File: src/rtl/jump_charge_ctl.sv
`default_nettype none
// ============================================================================
// jump_charge_ctl : ground walk, charged-jump sequencer and landing guard
// Rev 1.0
// ============================================================================
module jump_charge_ctl #(
   parameter int TICK_DIV   = 100000,
   parameter int POWER_W    = 6,
   parameter int CHARGE_MAX = 63,
   parameter int MIN_POWER  = 4
) (
   input  logic               clk,
   input  logic               rst,
   input  logic               key_space,
   input  logic               key_left,
   input  logic               key_right,
   input  logic               on_ground,
   input  logic               jump_ack,
   output logic               jump_req,
   output logic [POWER_W-1:0] jump_power,
   output logic [1:0]         jump_dir,
   output logic               walk_left,
   output logic               walk_right,
   output logic               charging,
   output logic [POWER_W-1:0] charge_level,
   output logic [1:0]         state_dbg
);

   localparam int TICK_W = (TICK_DIV > 1) ? $clog2(TICK_DIV) : 1;
   localparam logic [TICK_W-1:0]  c_tick_last    = TICK_W'(TICK_DIV - 1);
   localparam logic [POWER_W-1:0] c_charge_max   = POWER_W'(CHARGE_MAX);
   localparam logic [POWER_W-1:0] c_min_power    = POWER_W'(MIN_POWER);
   localparam logic [POWER_W:0]   c_charge_max_x = (POWER_W + 1)'(CHARGE_MAX);

   typedef enum logic [1:0] {
      ST_IDLE   = 2'd0,
      ST_CHARGE = 2'd1,
      ST_LAUNCH = 2'd2,
      ST_AIR    = 2'd3
   } state_e;

   state_e              state_q, state_d;
   logic                space_prev_q, space_prev_d;
   logic [TICK_W-1:0]   tick_q, tick_d;
   logic [POWER_W-1:0]  charge_level_q, charge_level_d;
   logic [POWER_W-1:0]  jump_power_q, jump_power_d;
   logic [1:0]          jump_dir_q, jump_dir_d;
   logic                jump_req_q, jump_req_d;
   logic                walk_left_q, walk_left_d;
   logic                walk_right_q, walk_right_d;
   logic                charging_q, charging_d;
   logic                air_seen_q, air_seen_d;

   logic                w_left_only;
   logic                w_right_only;
   logic [1:0]          w_key_dir;
   logic                w_space_rise;
   logic                w_tick_wrap;
   logic [POWER_W:0]    w_charge_inc;
   logic [POWER_W-1:0]  w_floored_power;

   assign w_left_only     = key_left & ~key_right;
   assign w_right_only    = key_right & ~key_left;
   assign w_key_dir       = {w_right_only, w_left_only};
   assign w_space_rise    = key_space & ~space_prev_q;
   assign w_tick_wrap     = (tick_q == c_tick_last);
   assign w_charge_inc    = {1'b0, charge_level_q} + 1'b1;
   assign w_floored_power = (charge_level_q < c_min_power) ? c_min_power : charge_level_q;

   always_comb begin
      state_d        = state_q;
      space_prev_d   = key_space;
      tick_d         = tick_q;
      charge_level_d = charge_level_q;
      jump_power_d   = jump_power_q;
      jump_dir_d     = jump_dir_q;
      jump_req_d     = jump_req_q;
      walk_left_d    = 1'b0;
      walk_right_d   = 1'b0;
      air_seen_d     = air_seen_q;

      case (state_q)
         ST_IDLE: begin
            walk_left_d  = w_left_only & on_ground;
            walk_right_d = w_right_only & on_ground;
            if (w_space_rise && on_ground) begin
               state_d        = ST_CHARGE;
               charge_level_d = '0;
               tick_d         = '0;
               walk_left_d    = 1'b0;
               walk_right_d   = 1'b0;
            end
         end

         ST_CHARGE: begin
            tick_d = w_tick_wrap ? '0 : tick_q + 1'b1;
            if (w_tick_wrap) begin
               charge_level_d = w_charge_inc[POWER_W-1:0];
            end
            if (!on_ground) begin
               state_d        = ST_AIR;
               charge_level_d = '0;
               air_seen_d     = 1'b1;
            end else if (!key_space) begin
               // Release uses the level reached so far; this cycle's tick is dropped.
               state_d        = ST_LAUNCH;
               tick_d         = '0;
               charge_level_d = charge_level_q;
               jump_power_d   = w_floored_power;
               jump_dir_d     = w_key_dir;
               jump_req_d     = 1'b1;
            end else if (w_tick_wrap && (w_charge_inc >= c_charge_max_x)) begin
               state_d        = ST_LAUNCH;
               tick_d         = '0;
               charge_level_d = c_charge_max;
               jump_power_d   = c_charge_max;
               jump_dir_d     = w_key_dir;
               jump_req_d     = 1'b1;
            end
         end

         ST_LAUNCH: begin
            if (jump_ack) begin
               state_d        = ST_AIR;
               jump_req_d     = 1'b0;
               charge_level_d = '0;
               air_seen_d     = 1'b0;
            end
         end

         ST_AIR: begin
            // Landing only counts once physics has reported leaving the ground.
            if (!on_ground) begin
               air_seen_d = 1'b1;
            end else if (air_seen_q) begin
               state_d    = ST_IDLE;
               air_seen_d = 1'b0;
            end
         end

         default: state_d = ST_IDLE;
      endcase

      charging_d = (state_d == ST_CHARGE);
   end

   always_ff @(posedge clk or negedge rst) begin
      if (!rst) begin
         state_q        <= ST_IDLE;
         space_prev_q   <= 1'b1;
         tick_q         <= '0;
         charge_level_q <= '0;
         jump_power_q   <= '0;
         jump_dir_q     <= 2'b00;
         jump_req_q     <= 1'b0;
         walk_left_q    <= 1'b0;
         walk_right_q   <= 1'b0;
         charging_q     <= 1'b0;
         air_seen_q     <= 1'b0;
      end else begin
         state_q        <= state_d;
         space_prev_q   <= space_prev_d;
         tick_q         <= tick_d;
         charge_level_q <= charge_level_d;
         jump_power_q   <= jump_power_d;
         jump_dir_q     <= jump_dir_d;
         jump_req_q     <= jump_req_d;
         walk_left_q    <= walk_left_d;
         walk_right_q   <= walk_right_d;
         charging_q     <= charging_d;
         air_seen_q     <= air_seen_d;
      end
   end

   assign jump_req     = jump_req_q;
   assign jump_power   = jump_power_q;
   assign jump_dir     = jump_dir_q;
   assign walk_left    = walk_left_q;
   assign walk_right   = walk_right_q;
   assign charging     = charging_q;
   assign charge_level = charge_level_q;
   assign state_dbg    = state_q;

endmodule
`default_nettype wire

File: config.mk
export PLATFORM = sky130hd
export DESIGN_NAME = jump_charge_ctl
export DESIGN_NICKNAME = d
export VERILOG_FILES = /design/src/rtl/jump_charge_ctl.sv
export SDC_FILE = /design/constraint.sdc
export NUM_CORES = 1
export LEC_CHECK = 0
export CAP_MARGIN = 20
export CORE_MARGIN = 2
export CORE_UTILIZATION = 35
export DETAILED_ROUTE_END_ITERATION = 6
export DONT_BUFFER_PORTS = 1
export PLACE_DENSITY = 0.48
export SLEW_MARGIN = 20
export SYNTH_ARGS = -nofsm -noshare
export SYNTH_HDL_FRONTEND = slang
export SYNTH_SLANG_ARGS = --single-unit
File: constraint.sdc
create_clock -name clk -period 2.4 [get_ports clk]
set_clock_uncertainty 0.15 [all_clocks]
set_input_delay 0.24 -clock clk [delete_from_list [all_inputs] [get_ports clk]]
set_output_delay 0.24 -clock clk [all_outputs]
set_load 0.03 [all_outputs]
==> run_results.csv <==
group,metric,value,unit
run_status,status,"complete, no violations",
layout,area.growth.synth_to_final,13.4,%
logic_synthesis,synthArstFlopShare,100,%
clock_tree,clk_path_buf_depth,2,
setup_path,required,2.49,ns
grt,grt_usage,16.4,%
logic_synthesis,synth.most_common_cell,"dfrtp_1",
setup_path,path_class,"reg2reg",
detailed_routing,dr.first_iter.drc_count,136,
sta,worst_pin_slew,0.677,ns
layout,n_antenna_cell,0,
logic_synthesis,synthFlopType,"dfrtp_1",
setup_path,crit_path_end_kind,"flip-flop",
logic_synthesis,synth_fp_nets,254,
die,core,6350,um^2
clock_tree,h-tree-depth,2,
placed_design,gp_congestion,0.757,
logic_synthesis,synth.yosys.warnings,0,
clock_tree,cts.clk_slew.worst_paths,0.08,ns
grt,grt_first_pass_wirelength,9320,um
logic_synthesis,synth-edff-count,0,
sta,slew_headroom,54.8,%
logic_synthesis,syn-cell-area,2290,um^2
logic_synthesis,ys_types,53,
detailed_routing,wl_per_cell,16.4,um
layout,drive_above_1_share,15.7,%
logic_synthesis,ys_seq_area_share,42.6,%
clock_tree,clock_latency,0.30,ns
detailed_routing,drc,0,
layout,nNetsFinal,270,
logic_synthesis,synth_area_per_cell,9.39,um^2
die,rows,29,
power,power_leakage,0.00107,uW
clock_tree,cts_tree,"done",
sta,hold_violations,0,
placed_design,post_dp_cell_area,2420,um^2
die,die_y,84.9,um
clock_tree,ctsResizeCount,0,
logic_synthesis,yosysTopAreaCell,"dfrtp_1",
die,start_util,36.1,%
detailed_routing,firstDrtPassIters,4,
logic_synthesis,ys_ff_latch,39,
worst_hold_path,hold_class,"in2reg",
clock_tree,numCtsBuffers,5,
layout,final_cells,338,
logic_synthesis,synth_cells,244,
power,ir_worst_vdd,0.000421,V
detailed_routing,post_drt_via_cell_ratio,5.71,
detailed_routing,num_vias,1929,
layout,fin_util,40.9,%
sta,fin_crit,2.27,ns
detailed_routing,ant_nets,0,
logic_synthesis,synth_top_cell_area_share,41.5,%
grt,antenna_found_initial,0,
sta,setup_violations,0,
die,fp.dieArea,7210,um^2
grt,overflow,0,
power,p_per_area,762,nW/um^2
run,maxCapViolations,0,
die,die_x,84.9,um
layout,design_area,2600,um^2
setup_path,startpoint_type,"flip-flop",
detailed_routing,drt-total-wl,5560,um
die,io_pins,27,
sta,finalSetupTns,0,ns
sta,max_freq,440,MHz
setup_path,worstPathMaxFanout,7,
setup_path,cp.arrival,2.37,ns
sta,fin_crit_sh,94.7,%
placed_design,io_buffers,0,
placed_design,place_inst,322,
clock_tree,cts.sinks,39,
sta,hold_ws,0.00290,ns
placed_design,hpwlAfterDp,3810,um
sta,slew_violations,0,
grt,grt_pass1_vias,1831,
sta,rsz0062_at_grt,"false",
logic_synthesis,synth_common_cells,"38 x dfrtp_1, 25 x nand2_1, 16 x nand3_1, 16 x nor2_1, 15 x a21oi_1",
grt,grt_max_degree,40,
clock_tree,root_buffer,"clkbuf_8",
logic_synthesis,synthTopCellsByArea,"dfrtp_1 41%, nand2_1 4.1%, a31oi_1 3.5%",
placed cells by master (no fill, tap or decap), types with 4 or more instances in the layout:
| master | synthesis | routed |
|---|---|---|
| a31oi_1 | 13 | 13 |
| clkbuf_8 | 0 | 5 |
| a221o_1 | 5 | 5 |
| nand2_1 | 25 | 25 |
| inv_1 | 10 | 10 |
| nand2b_1 | 7 | 7 |
| dlygate4sd3_1 | 0 | 6 |
| o21ai_0 | 7 | 7 |
| nor3_1 | 5 | 5 |
| a21oi_1 | 15 | 15 |
| o22ai_1 | 4 | 4 |
| a22o_1 | 7 | 7 |
| or2_2 | 4 | 4 |
| a21o_1 | 6 | 6 |
| nand4_1 | 4 | 4 |
| buf_4 | 0 | 14 |
| nand3_1 | 16 | 16 |
| nor2_1 | 16 | 16 |
| dfrtp_1 | 38 | 38 |
worst paths after layout:
kind                       startpoint              end  slack (ns)  cells past startpoint
max reg2reg                 tick_q[8]  charge_level[5]        0.13                      6
max                         tick_q[8]  charge_level[5]        0.13                      6
min                         on_ground     state_dbg[1]       0.003                      3
max in group asynchronous         rst     space_prev_q        1.59                      2
min reg2reg                tick_q[11]       tick_q[11]        0.35                      1
min in group asynchronous         rst         jump_req        0.23                      2
per-layer routing:
layer	share of wire, %	wire length, um	GRT usage (%)	up-vias
met2	47	2590	25.8	34
met5	0	0	0	-
li1	-	-	-	949
met1	48	2640	21.5	935
met3	3.8	209	4.09	11
met4	2.1	115	6.93	0
cell families after synthesis:
family          share of synthesized area [%]
fa+ha+maj                                1.64
simple gates                             24.5
flops                                    42.6
mux                                     0.928
buf+inv                                  4.59
compound gates                           24.6
xor+xnor                                 1.15
flip-flops by register name (all words and copies together) (netlist names):
signal	count
air_seen_q	1
charge_level	6
charging	1
jump_dir	2
jump_power	6
jump_req	1
space_prev_q	1
state_dbg	2
tick_q	17
walk_left	1
walk_right	1
worst max-delay path, cell delays in order, from the launching register on:
cell	delay (ns)
dfrtp_1	0.45
or3_4	0.42
nor4_4	0.20
buf_4	0.19
and3_4	0.23
and3_1	0.37
a221o_1	0.21
repair_timing:
item / 4_1_cts / 5_1_grt
setup buffers: 0 / 1
hold endpoints to repair: 50 / 0
hold buffers: 7 / 0
endpoints found under the setup margin: 0 / 1
metrics by stage:
stage                     power (uW)  setup WS, ns
after floorplan                 1360         0.173
after global placement          1500        0.0331
after detailed placement        1500        0.0114
after CTS                       1990        0.0221
after global routing            2120        0.0220
final                           1980         0.127
area by class of cell:
| cell class | count | area (um^2) |
|---|---|---|
| Clock buffer | 6 | 72.6 |
| Clock inverter | 2 | 12.5 |
| Fill cell | 612 | 3750 |
| Inverter | 10 | 37.5 |
| Multi-Input combinational cell | 183 | 1220 |
| Sequential cell | 39 | 977 |
| Tap cell | 77 | 96.3 |
| Timing Repair Buffer | 21 | 185 |
report_power, final:
part	switching [uW]	total [uW]	leakage [uW]	internal, uW
clock	251	454	0.0000412	203
sequential	153	899	0.000515	746
combinational	388	628	0.000516	240
total	791	1980	0.00107	1190
Note: power is estimated with default switching activity, not from simulation.
